===== config.mk =====
export PLATFORM = sky130hd
export DESIGN_NAME = ex_mem_reg_flat
export DESIGN_NICKNAME = d
export VERILOG_FILES = /design/src/rtl/mips_pkg.sv /design/src/rtl/ex_mem_reg_if.sv /design/src/rtl/ex_mem_reg_pipe_field.sv /design/src/rtl/ex_mem_reg.sv /design/src/flat_wrapper.sv
export SDC_FILE = /design/constraint.sdc
export NUM_CORES = 1
export LEC_CHECK = 0
export CORE_UTILIZATION = 36
export DETAILED_ROUTE_END_ITERATION = 12
export HOLD_SLACK_MARGIN = 0.06
export PLACE_DENSITY = 0.88
export RECOVER_POWER = 25
export SLEW_MARGIN = 20
export SYNTH_ARGS = -nofsm -noshare
export SYNTH_HDL_FRONTEND = slang
export SYNTH_SLANG_ARGS = --single-unit

===== constraint.sdc =====
create_clock -name clk -period 1.7 [get_ports clk]
set_input_delay 0.51 -clock clk [delete_from_list [all_inputs] [get_ports clk]]
set_output_delay 0.51 -clock clk [all_outputs]
set_load 0.05 [all_outputs]

===== src/rtl/mips_pkg.sv =====
// Shared definitions for the MIPS pipeline: datapath width, writeback-source
// encodings and the hardwired zero register index.
package mips_pkg;
   localparam int DATA_W = 32;

   typedef enum logic [1:0] {
      MTR_ALU = 2'b00,
      MTR_MEM = 2'b01,
      MTR_PC4 = 2'b10
   } memtoreg_t;

   localparam logic [4:0] REG_ZERO = 5'd0;
endpackage


===== src/rtl/ex_mem_reg_if.sv =====
// EX/MEM boundary bundle: EX-side inputs, MEM-side registered outputs and the
// pipeline control strobes. The slave side is the pipeline register itself.
interface ex_mem_reg_if #(
   parameter int DATA_W = mips_pkg::DATA_W,
   parameter int CNT_W  = 16
);
   logic              Stall;
   logic              Flush;
   logic              RegWr_ID_EX;
   logic              MemWr_ID_EX;
   logic              MemRd_ID_EX;
   logic [1:0]        MemtoReg_ID_EX;
   logic [DATA_W-1:0] ALUOut_EX;
   logic [DATA_W-1:0] DataB_EX;
   logic [DATA_W-1:0] PCplus4_ID_EX;
   logic [4:0]        RegisterRd_EX;
   logic [4:0]        RegisterRt_ID_EX;

   logic              RegWr_EX_MEM;
   logic              MemWr_EX_MEM;
   logic              MemRd_EX_MEM;
   logic [1:0]        MemtoReg_EX_MEM;
   logic [DATA_W-1:0] ALUOut_EX_MEM;
   logic [DATA_W-1:0] DataB_EX_MEM;
   logic [DATA_W-1:0] PCplus4_EX_MEM;
   logic [4:0]        RegisterRd_EX_MEM;
   logic [4:0]        RegisterRt_EX_MEM;
   logic              Valid_EX_MEM;
   logic [CNT_W-1:0]  BubbleCnt;

   modport master (
      output Stall, Flush, RegWr_ID_EX, MemWr_ID_EX, MemRd_ID_EX, MemtoReg_ID_EX,
             ALUOut_EX, DataB_EX, PCplus4_ID_EX, RegisterRd_EX, RegisterRt_ID_EX,
      input  RegWr_EX_MEM, MemWr_EX_MEM, MemRd_EX_MEM, MemtoReg_EX_MEM,
             ALUOut_EX_MEM, DataB_EX_MEM, PCplus4_EX_MEM, RegisterRd_EX_MEM,
             RegisterRt_EX_MEM, Valid_EX_MEM, BubbleCnt
   );

   modport slave (
      input  Stall, Flush, RegWr_ID_EX, MemWr_ID_EX, MemRd_ID_EX, MemtoReg_ID_EX,
             ALUOut_EX, DataB_EX, PCplus4_ID_EX, RegisterRd_EX, RegisterRt_ID_EX,
      output RegWr_EX_MEM, MemWr_EX_MEM, MemRd_EX_MEM, MemtoReg_EX_MEM,
             ALUOut_EX_MEM, DataB_EX_MEM, PCplus4_EX_MEM, RegisterRd_EX_MEM,
             RegisterRt_EX_MEM, Valid_EX_MEM, BubbleCnt
   );
endinterface


===== src/rtl/ex_mem_reg_pipe_field.sv =====
// One pipeline field: W-bit flop with synchronous active-low reset,
// clear-to-zero (bubble) taking priority over hold (stall).
module pipe_field #(
   parameter int W = 1
) (
   input  logic         clk,
   input  logic         reset,
   input  logic         hold,
   input  logic         clear,
   input  logic [W-1:0] d,
   output logic [W-1:0] q
);
   logic [W-1:0] q_reg;

   always_ff @(posedge clk) begin
      if (!reset)
         q_reg <= '0;
      else if (clear)
         q_reg <= '0;
      else if (!hold)
         q_reg <= d;
   end

   assign q = q_reg;
endmodule


===== src/rtl/ex_mem_reg.sv =====
// EX/MEM pipeline register with stall, flush-to-bubble and a saturating
// bubble counter for performance debug.
module ex_mem_reg
   import mips_pkg::*;
#(
   parameter int DATA_W = mips_pkg::DATA_W,
   parameter int CNT_W  = 16
) (
   input logic         clk,
   input logic         reset,
   ex_mem_reg_if.slave bus
);
   logic [CNT_W-1:0] bubble_cnt_reg;

   pipe_field #(.W(1)) u_regwr (
      .clk(clk), .reset(reset), .hold(bus.Stall), .clear(bus.Flush),
      .d(bus.RegWr_ID_EX), .q(bus.RegWr_EX_MEM));

   pipe_field #(.W(1)) u_memwr (
      .clk(clk), .reset(reset), .hold(bus.Stall), .clear(bus.Flush),
      .d(bus.MemWr_ID_EX), .q(bus.MemWr_EX_MEM));

   pipe_field #(.W(1)) u_memrd (
      .clk(clk), .reset(reset), .hold(bus.Stall), .clear(bus.Flush),
      .d(bus.MemRd_ID_EX), .q(bus.MemRd_EX_MEM));

   pipe_field #(.W(2)) u_memtoreg (
      .clk(clk), .reset(reset), .hold(bus.Stall), .clear(bus.Flush),
      .d(bus.MemtoReg_ID_EX), .q(bus.MemtoReg_EX_MEM));

   pipe_field #(.W(DATA_W)) u_aluout (
      .clk(clk), .reset(reset), .hold(bus.Stall), .clear(bus.Flush),
      .d(bus.ALUOut_EX), .q(bus.ALUOut_EX_MEM));

   pipe_field #(.W(DATA_W)) u_datab (
      .clk(clk), .reset(reset), .hold(bus.Stall), .clear(bus.Flush),
      .d(bus.DataB_EX), .q(bus.DataB_EX_MEM));

   pipe_field #(.W(DATA_W)) u_pcplus4 (
      .clk(clk), .reset(reset), .hold(bus.Stall), .clear(bus.Flush),
      .d(bus.PCplus4_ID_EX), .q(bus.PCplus4_EX_MEM));

   // Writes to $0 pass through unfiltered; forwarding already ignores them.
   pipe_field #(.W(5)) u_rd (
      .clk(clk), .reset(reset), .hold(bus.Stall), .clear(bus.Flush),
      .d(bus.RegisterRd_EX), .q(bus.RegisterRd_EX_MEM));

   pipe_field #(.W(5)) u_rt (
      .clk(clk), .reset(reset), .hold(bus.Stall), .clear(bus.Flush),
      .d(bus.RegisterRt_ID_EX), .q(bus.RegisterRt_EX_MEM));

   pipe_field #(.W(1)) u_valid (
      .clk(clk), .reset(reset), .hold(bus.Stall), .clear(bus.Flush),
      .d(1'b1), .q(bus.Valid_EX_MEM));

   always_ff @(posedge clk) begin
      if (!reset)
         bubble_cnt_reg <= '0;
      else if (bus.Flush && (bubble_cnt_reg != {CNT_W{1'b1}}))
         bubble_cnt_reg <= bubble_cnt_reg + 1'b1;
   end

   assign bus.BubbleCnt = bubble_cnt_reg;
endmodule

===== src/flat_wrapper.sv =====
// flat-port wrapper written by rule: the top's interface ports become plain ports
module ex_mem_reg_flat import mips_pkg::*;
#(
   parameter int DATA_W = mips_pkg::DATA_W,
   parameter int CNT_W  = 16
)
  (clk, reset, bus_Stall, bus_Flush, bus_RegWr_ID_EX, bus_MemWr_ID_EX, bus_MemRd_ID_EX, bus_MemtoReg_ID_EX, bus_ALUOut_EX, bus_DataB_EX, bus_PCplus4_ID_EX, bus_RegisterRd_EX, bus_RegisterRt_ID_EX, bus_RegWr_EX_MEM, bus_MemWr_EX_MEM, bus_MemRd_EX_MEM, bus_MemtoReg_EX_MEM, bus_ALUOut_EX_MEM, bus_DataB_EX_MEM, bus_PCplus4_EX_MEM, bus_RegisterRd_EX_MEM, bus_RegisterRt_EX_MEM, bus_Valid_EX_MEM, bus_BubbleCnt);
  ex_mem_reg_if #(.DATA_W(DATA_W), .CNT_W(CNT_W)) bus_i ();
  input logic clk;
  input logic reset;
  input wire logic [$bits(bus_i.Stall)-1:0] bus_Stall;
  input wire logic [$bits(bus_i.Flush)-1:0] bus_Flush;
  input wire logic [$bits(bus_i.RegWr_ID_EX)-1:0] bus_RegWr_ID_EX;
  input wire logic [$bits(bus_i.MemWr_ID_EX)-1:0] bus_MemWr_ID_EX;
  input wire logic [$bits(bus_i.MemRd_ID_EX)-1:0] bus_MemRd_ID_EX;
  input wire logic [$bits(bus_i.MemtoReg_ID_EX)-1:0] bus_MemtoReg_ID_EX;
  input wire logic [$bits(bus_i.ALUOut_EX)-1:0] bus_ALUOut_EX;
  input wire logic [$bits(bus_i.DataB_EX)-1:0] bus_DataB_EX;
  input wire logic [$bits(bus_i.PCplus4_ID_EX)-1:0] bus_PCplus4_ID_EX;
  input wire logic [$bits(bus_i.RegisterRd_EX)-1:0] bus_RegisterRd_EX;
  input wire logic [$bits(bus_i.RegisterRt_ID_EX)-1:0] bus_RegisterRt_ID_EX;
  output wire logic [$bits(bus_i.RegWr_EX_MEM)-1:0] bus_RegWr_EX_MEM;
  output wire logic [$bits(bus_i.MemWr_EX_MEM)-1:0] bus_MemWr_EX_MEM;
  output wire logic [$bits(bus_i.MemRd_EX_MEM)-1:0] bus_MemRd_EX_MEM;
  output wire logic [$bits(bus_i.MemtoReg_EX_MEM)-1:0] bus_MemtoReg_EX_MEM;
  output wire logic [$bits(bus_i.ALUOut_EX_MEM)-1:0] bus_ALUOut_EX_MEM;
  output wire logic [$bits(bus_i.DataB_EX_MEM)-1:0] bus_DataB_EX_MEM;
  output wire logic [$bits(bus_i.PCplus4_EX_MEM)-1:0] bus_PCplus4_EX_MEM;
  output wire logic [$bits(bus_i.RegisterRd_EX_MEM)-1:0] bus_RegisterRd_EX_MEM;
  output wire logic [$bits(bus_i.RegisterRt_EX_MEM)-1:0] bus_RegisterRt_EX_MEM;
  output wire logic [$bits(bus_i.Valid_EX_MEM)-1:0] bus_Valid_EX_MEM;
  output wire logic [$bits(bus_i.BubbleCnt)-1:0] bus_BubbleCnt;
  assign bus_i.Stall = bus_Stall;
  assign bus_i.Flush = bus_Flush;
  assign bus_i.RegWr_ID_EX = bus_RegWr_ID_EX;
  assign bus_i.MemWr_ID_EX = bus_MemWr_ID_EX;
  assign bus_i.MemRd_ID_EX = bus_MemRd_ID_EX;
  assign bus_i.MemtoReg_ID_EX = bus_MemtoReg_ID_EX;
  assign bus_i.ALUOut_EX = bus_ALUOut_EX;
  assign bus_i.DataB_EX = bus_DataB_EX;
  assign bus_i.PCplus4_ID_EX = bus_PCplus4_ID_EX;
  assign bus_i.RegisterRd_EX = bus_RegisterRd_EX;
  assign bus_i.RegisterRt_ID_EX = bus_RegisterRt_ID_EX;
  assign bus_RegWr_EX_MEM = bus_i.RegWr_EX_MEM;
  assign bus_MemWr_EX_MEM = bus_i.MemWr_EX_MEM;
  assign bus_MemRd_EX_MEM = bus_i.MemRd_EX_MEM;
  assign bus_MemtoReg_EX_MEM = bus_i.MemtoReg_EX_MEM;
  assign bus_ALUOut_EX_MEM = bus_i.ALUOut_EX_MEM;
  assign bus_DataB_EX_MEM = bus_i.DataB_EX_MEM;
  assign bus_PCplus4_EX_MEM = bus_i.PCplus4_EX_MEM;
  assign bus_RegisterRd_EX_MEM = bus_i.RegisterRd_EX_MEM;
  assign bus_RegisterRt_EX_MEM = bus_i.RegisterRt_EX_MEM;
  assign bus_Valid_EX_MEM = bus_i.Valid_EX_MEM;
  assign bus_BubbleCnt = bus_i.BubbleCnt;
  ex_mem_reg #(.DATA_W(DATA_W), .CNT_W(CNT_W)) u_core (.clk(clk), .reset(reset), .bus(bus_i));
endmodule

==> results of run 1 <==
-- cells in the final DEF, fill, tap and decap left out, types with 2 or more instances in the layout --
master	Yosys	layout
sky130_fd_sc_hd__or2_2	2	2
sky130_fd_sc_hd__mux2i_1	115	115
sky130_fd_sc_hd__nor2_1	116	116
sky130_fd_sc_hd__nand2_1	12	12
sky130_fd_sc_hd__a21boi_0	2	2
sky130_fd_sc_hd__or3_1	4	4
sky130_fd_sc_hd__clkdlybuf4s50_1	0	111
sky130_fd_sc_hd__buf_4	0	29
sky130_fd_sc_hd__clkbuf_16	0	18
sky130_fd_sc_hd__nand2b_1	2	2
sky130_fd_sc_hd__dfxtp_4	0	2
sky130_fd_sc_hd__dfxtp_2	0	13
sky130_fd_sc_hd__nor4_1	3	2
sky130_fd_sc_hd__inv_1	6	6
sky130_fd_sc_hd__a21oi_1	4	4
sky130_fd_sc_hd__nand4_1	4	4
sky130_fd_sc_hd__clkbuf_1	15	5
sky130_fd_sc_hd__buf_12	0	130
sky130_fd_sc_hd__nor3_1	3	3
sky130_fd_sc_hd__clkbuf_8	0	3
sky130_fd_sc_hd__clkinv_2	0	6
sky130_fd_sc_hd__o21a_1	2	2
sky130_fd_sc_hd__dfxtp_1	128	113
sky130_fd_sc_hd__nand3_1	5	5
sky130_fd_sc_hd__a21boi_1	3	3
sky130_fd_sc_hd__o21ai_0	9	9
-- power breakdown --
group          internal (W)  switching (W)
registers           0.00310       0.000102
clock network       0.00204        0.00122
logic              0.000737       0.000624
total               0.00588        0.00195
-- critical path: cells and delay by family (launching register included) --
family / cells / cell delay (ps)
flops: 1 / 360
simple gates: 3 / 920
mux: 1 / 140
fa+ha+maj: 1 / 150
-- cell type report --
| type | instances | area (µm²) | share of cell area (%) |
|---|---|---|---|
| timing repair buffer | 276 | 3980 | 42.2 |
| sequential | 128 | 2590 | 27.5 |
| clock buffer | 25 | 507 | 5.38 |
| multi-input combinational | 301 | 2080 | 22.1 |
| clock inverter | 6 | 30.0 | 0.319 |
| inverter | 6 | 22.5 | 0.239 |
| tap | 172 | 215 | 2.28 |
-- final timing paths --
kind,start,endpoint,slack (ps)
worst min-delay path,u_core.u_valid.q,u_core.u_valid.q,490
worst min register to register,u_core.u_valid.q,u_core.u_valid.q,490
worst max-delay path,u_core.bus.BubbleCnt[1],u_core.bus.BubbleCnt[14],30
worst max register to register,u_core.bus.BubbleCnt[1],u_core.bus.BubbleCnt[14],30
-- kinds of logic after synthesis --
logic type	after synthesis
fa+ha+maj	1
xor+xnor	1
mux	115
flops	128
buf+inv	33
simple gates	160
compound gates	24
-- timing repair --
action	4_1_cts	5_1_grt
resized for setup	1	1
setup buffers	0	1
pin swaps	2	2
endpoints found under the setup margin	5	7
-- per-stage QoR --
| stage | hold WS [ps] | instances | instance area [µm²] | power (W) |
|---|---|---|---|---|
| 2_1_floorplan | 574 | 462 | 4800 | 0.00383 |
| 3_3_place_gp | 483 | 882 | 8910 | 0.00458 |
| 3_5_place_dp | 480 | 882 | 8910 | 0.00463 |
| 4_1_cts | 487 | 913 | 9450 | 0.00790 |
| 5_1_grt | 500 | 914 | 9420 | 0.00809 |
| 6_report | 485 | 914 | 9420 | 0.00782 |
-- routing by layer --
metal,track usage (%),part of all wire [%],wire length [µm],vias to the layer above
met1,21.1,34,5110,2023
met5,0,0,0,-
met2,44.2,56,8520,178
met3,6.95,6.9,1040,46
met4,12.2,3.5,528,0
li1,-,-,-,2094
==> summary by stage, run 1 <==
Synth
The most repeated cell in the gate-level netlist after synthesis is sky130_fd_sc_hd__dfxtp_1. After synthesis, the cell types taking the most area are sky130_fd_sc_hd__dfxtp_1 (54%), sky130_fd_sc_hd__mux2i_1 (24%), sky130_fd_sc_hd__nor2_1 (9.2%). The per-instance average area after synthesis is 10.3 µm².

The netlist area before placement is 0.00475 mm². Among all flip-flop cells after synthesis, the most frequent one is sky130_fd_sc_hd__dfxtp_1. The synthesized-area fraction occupied by xor and xnor cells is 0.184%. The flip-flop and latch count after synthesis is 128. Counting flops with a built-in enable in the synthesized netlist gives 0. The complex-gate fraction of the synthesized area is 3.58%.

Summed over all instances, the cell type with the most area after synthesis is sky130_fd_sc_hd__dfxtp_1. Of all flip-flops after synthesis, the portion carrying an async set or reset was 0%. The post-synthesis cell type count is 35. The fraction of the mapped netlist area in simple logic gates is 15.0%. In the synthesized netlist, mux cells make up 24.2% of the area. The number of nets in the synthesized netlist is 578.

The synthesized design devotes to its leading area cell type 53.9% of total area. After technology mapping, the gate count stands at 462. By area, the combinational part of the netlist is dominated by multiplexers.

The sequential area share after synthesis is 53.9%. Summing the areas of all fa, ha and maj instances in the mapped netlist gives 0.263% of the synthesized area. Sorting the synthesized cells by how often they occur yields sky130_fd_sc_hd__dfxtp_1 (128), sky130_fd_sc_hd__nor2_1 (116), sky130_fd_sc_hd__mux2i_1 (115). For this run, the number of Yosys warnings is 0.

Die
Measured along the x axis, the die boundary spans 117 µm. 243 I/O pins were placed. The height of the die is 117 µm. The starting density of the core is 37.4%. The overall die area is 0.0137 mm². The core box area is 0.0127 mm².

The site row count is 41.

STA
For the final database, setup skew stands at 4.85 ps. Setup slack closes at 28.2 ps. Setup repair after global routing could not meet its margin everywhere. The final-report hold violation count was 0. The transition time at the pin with the least slew margin is 513 ps. Summed over all failing endpoints, the final setup total negative slack is 0 ps. The fmax is 598 MHz.

Headroom to the max-slew limit came out at 65.8%. The count of final max-slew check failures came to 0. For the finished layout, the period the worst path requires is 1670 ps.

Setup violations remaining at the end of the flow were counted as 0. Of the available clock period, the critical path in the final layout requires 98.3%.

Clock network
Hold repair after CTS inserted 0 buffers. The H-tree was split into 4 levels. Clock-pin slew was measured on the worst setup and hold paths at 50 ps. The tree built by TritonCTS fans out to 128 sinks.

The root buffer selected by CTS is sky130_fd_sc_hd__clkbuf_16. The later pin in the worst-skew pair is clocked with a latency of 400 ps. The clock tree from TritonCTS is yes. The longest clock path from root to sink contains 2 buffers. Clock tree synthesis inserted a total of 17 buffers.

Power and ir drop
The worst supply voltage drop on vdd is 692 µV. The static leakage power is 3.96 nW. Dividing total power by cell area gives a power density of 830 mW/mm².

Finish
Relative to the synthesized area, the layout overhead comes to 98.2%. The filler cell count is 865. The layout cell share with drive strength beyond 1 is 29.1%.

In the final design database the tool counted 846 nets. Cells fill 74.0% of the core in the end. The antenna diode count is 0.

GRT
The number of global-route vias before repair is 4788. Entering global routing, the biggest net connects 51 pins. The wire length of the first global-routing pass is 23300 µm. The combined global-route utilization of all metal layers is 22.7%. The number of antenna violations at the first check in global routing is 0. The total overflow left after global routing is 0.

Setup path
For the worst setup path, the data arrival time is 1960 ps. The worst reg2reg path depth is 5. STA classifies the critical path endpoint as a flop.

Traced cell by cell, the critical path runs through ha_4 > nand4_4 > or3_4 > or4_4 > mux2i_1. The required time of the critical path is 1990 ps. The maximum fanout encountered on the critical timing path is 3.

The startpoint kind of the worst setup timing path is a flop. The worst setup path is of the flop to flop kind. The largest incremental delay on the critical path is 430 ps.

For this design, the slowest cell found on the critical path is sky130_fd_sc_hd__or4_4.

Placement
The detailed-placement wirelength estimate is 11800 µm. The minimum setup slack after placement is -410 ps. The global placement routability congestion is 0.859. The number of input and output port buffers inserted is 242.

Routing
The total number of vias is 4341. The routed length per placed instance is 16.6 µm. The total iterations of the first detailed-routing run is 4. The routed via count divided by cell count is 4.75. Summed over all layers, the routed wires come to 15200 µm. The DRC violation count after routing is 0. The detail route stage leaves a number of antenna-violating nets equal to 0. For this block, the initial DRC count from the detailed router was 176.

Flow run
The number of max-cap violations is 0.

Min path
Along the worst hold path, the cell count comes to 2. In this run the worst hold path is classified as flop to flop.

Run status
The run finished with clean final reports.
Power figures use the tool's default switching activity.
==> run 2, diff against run 1 <==
CORE_MARGIN = 10   (was default)
PLACE_DENSITY = 0.77   (was 0.88)
==> run 2 against run 1 <==
Against the previous run: clock power up 18%; largest cell class unchanged; critical path type unchanged; first-iteration DRC count is 23% lower; critical path depth unchanged; worst setup slack better by 6.9 ps.
==> summary by stage, run 2 (synthesis results as in run 1) <==
Finish
The final standard cell area without fillers is 0.00962 mm². The final cell utilization of the core is 75.3%. In the final design database the tool counted 853 nets. The post-synthesis to final-layout area growth is 102%.

The layout cell share with drive strength beyond 1 is 30.3%. The most common cell after layout, fill and taps aside is sky130_fd_sc_hd__buf_12. The library cells used most frequently in the layout, excluding fill and tap cells, are sky130_fd_sc_hd__buf_12 (134), sky130_fd_sc_hd__nor2_1 (116), sky130_fd_sc_hd__mux2i_1 (115).

The filler cell count is 805. The sequential cell area is 0.00259 mm². The area of the multi-input gates is 0.00208 mm². The antenna diode count is 0.

GRT
The wire length of the first global-routing pass is 27400 µm. Entering global routing, the biggest net connects 47 pins. The number of antenna violations at the first check in global routing came to 0.

The number of global-route vias before repair is 4892. Global routing finished with a remaining overflow of 0. The combined global-route utilization of all metal layers is 19.5%.

Clock network
The worst-skew pair later-pin latency is 420 ps. The TritonCTS sink count is 128. The number of buffers inserted by hold repair at cts is 0.

The tree is rooted in a sky130_fd_sc_hd__clkbuf_16. The maximum clock insertion buffer count is 2. The depth of the CTS H-tree is 4. The number of clock buffers inserted by TritonCTS is 17. TritonCTS built the clock tree. After clock tree synthesis, the clock-pin slew on the worst setup and hold paths is 60 ps.

Die
The site row count is 41. The number of I/O pins is 243. The height of the die is 135 µm. In this run the standard cell core region covers 0.0128 mm². The overall die area is 0.0182 mm². For this configuration, the core starts out at a cell density of 37.2%. The width of the die is 135 µm.

Placement
The HPWL after detailed placement is 13900 µm. The number of input and output port buffers inserted is 242. The instance area at placement is 0.00900 mm². The global placement routability congestion is 0.874.

Setup path
The maximum fanout encountered on the critical timing path is 4. Data on the critical path arrives at its endpoint at 1960 ps. In this run the register-to-register setup slack is 40 ps. STA classifies the critical path startpoint as a flop. The start-to-end type of the worst setup path is flop to flop. The worst setup path is captured at a flop. The required time of the critical path is 2000 ps.

Power and ir drop
In this run the power spent charging and discharging nets is 0.00210 W. The worst-case IR drop observed on VDD is 898 µV. In this run the power density over the cells is 878 mW/mm². Sequential cells account for 37.8% of the total power. The static leakage power is 4.05 nW. Total power for the finished layout comes to 0.00845 W. In this run switching power makes up 24.9% of total power. The combinational share of power is 16.4%. In this run, the clock network consumes 45.7% of the power. Internal power comes to 0.00634 W.

STA
The count of final max-slew check failures came to 0. The final-report hold violation count is 0. Setup violations remaining at the end of the flow were counted as 0. The smallest clock period supported by the final layout is computed as 1660 ps. The transition time at the pin with the least slew margin is 341 ps. The largest clock skew in the final design is 6.63 ps. After layout, the worst path uses 97.9% of the clock period. Headroom to the max-slew limit came out at 77.3%.

Timing would allow up to 601 MHz. After routing, the total negative slack on setup checks comes to 0 ps. Setup repair after global routing could not meet its margin everywhere.

Routing
Across all layers, the routed design uses 4398 vias. Summed over all layers, the routed wires come to 17700 µm. The routed length per placed instance is 19.2 µm. Before antenna repair, the detailed router went through 6 iterations. In this run the remaining antenna-violating nets after routing total 0. The routed via count divided by cell count is 4.77. In the routed design, unresolved DRC markers number 0.

The number of DRC markers in iteration 0 is 136.

Min path
The worst hold path belongs to the class flop to flop.

Flow run
The number of max-cap violations is 0.

Run status
The run finished with clean final reports.
[run 2: cell types whose count changed in the layout (fill, tap and decap cells not counted)]
cell	delta
sky130_fd_sc_hd__buf_12	+4
sky130_fd_sc_hd__buf_4	+2
sky130_fd_sc_hd__buf_6	+2
sky130_fd_sc_hd__bufinv_16	+4
sky130_fd_sc_hd__clkbuf_1	-3
sky130_fd_sc_hd__clkbuf_16	-1
sky130_fd_sc_hd__clkbuf_4	-1
sky130_fd_sc_hd__clkbuf_8	-2
sky130_fd_sc_hd__clkinv_2	-3
sky130_fd_sc_hd__clkinv_4	+4
sky130_fd_sc_hd__clkinvlp_4	+1
sky130_fd_sc_hd__inv_6	+1
[run 2: final cells by class]
class | instances | share of cell area, %
well taps | 172 | 2.24
inverters | 6 | 0.234
multi-input cells | 301 | 21.6
clock inverters | 13 | 1.94
repair buffers | 283 | 42.5
flip-flops and latches | 128 | 26.9
clock buffers | 19 | 4.60
[run 2: power by group through the flow]
stage          combinational [W]  clock, W  sequential [W]
6_report                 0.00139   0.00386         0.00320
5_1_grt                  0.00146   0.00405         0.00321
2_1_floorplan           0.000300         0         0.00353
3_3_place_gp             0.00137         0         0.00325
4_1_cts                  0.00141   0.00392         0.00320
3_5_place_dp             0.00140         0         0.00326
[run 2: worst paths after layout]
check | to | startpoint | depth (start not counted)
max reg2reg | u_core.bus.BubbleCnt[14] | u_core.bus.BubbleCnt[1] | 5
max | u_core.bus.BubbleCnt[14] | u_core.bus.BubbleCnt[1] | 5
min reg2reg | u_core.u_valid.q | u_core.u_valid.q | 2
min | u_core.u_valid.q | u_core.u_valid.q | 2
[run 2: worst max-delay path: stages (launching register included)]
cell and delay (ps):
sky130_fd_sc_hd__dfxtp_4 360, sky130_fd_sc_hd__ha_4 150, sky130_fd_sc_hd__nand4_4 110, sky130_fd_sc_hd__or3_4 370, sky130_fd_sc_hd__or4_4 430, sky130_fd_sc_hd__mux2i_1 130
[run 2: repair_timing]
action,in CTS,in global routing
pin swaps,2,3
buffers inserted,0,1
endpoints found under the setup margin,5,6
gates resized for setup,2,1
endpoints found under the hold margin,0,0
[run 2: through the flow]
step                hold slack (ps)  setup WS [ps]  instances
global route                    542          -12.8        922
detailed placement              484           -438        889
floorplan                       574           -161        462
global placement                474           -365        889
CTS                             500           4.40        921
finish                          493           35.1        922
[run 2: layer usage]
| metal | track usage (%) | vias up | part of all wire, % | wire length [µm] |
|---|---|---|---|---|
| met1 | 17.8 | 2084 | 33 | 5940 |
| met5 | 0 | - | 0 | 0 |
| met3 | 8.53 | 30 | 8.4 | 1490 |
| li1 | - | 2116 | - | - |
| met2 | 36.4 | 168 | 55 | 9810 |
| met4 | 8.59 | 0 | 2.8 | 499 |
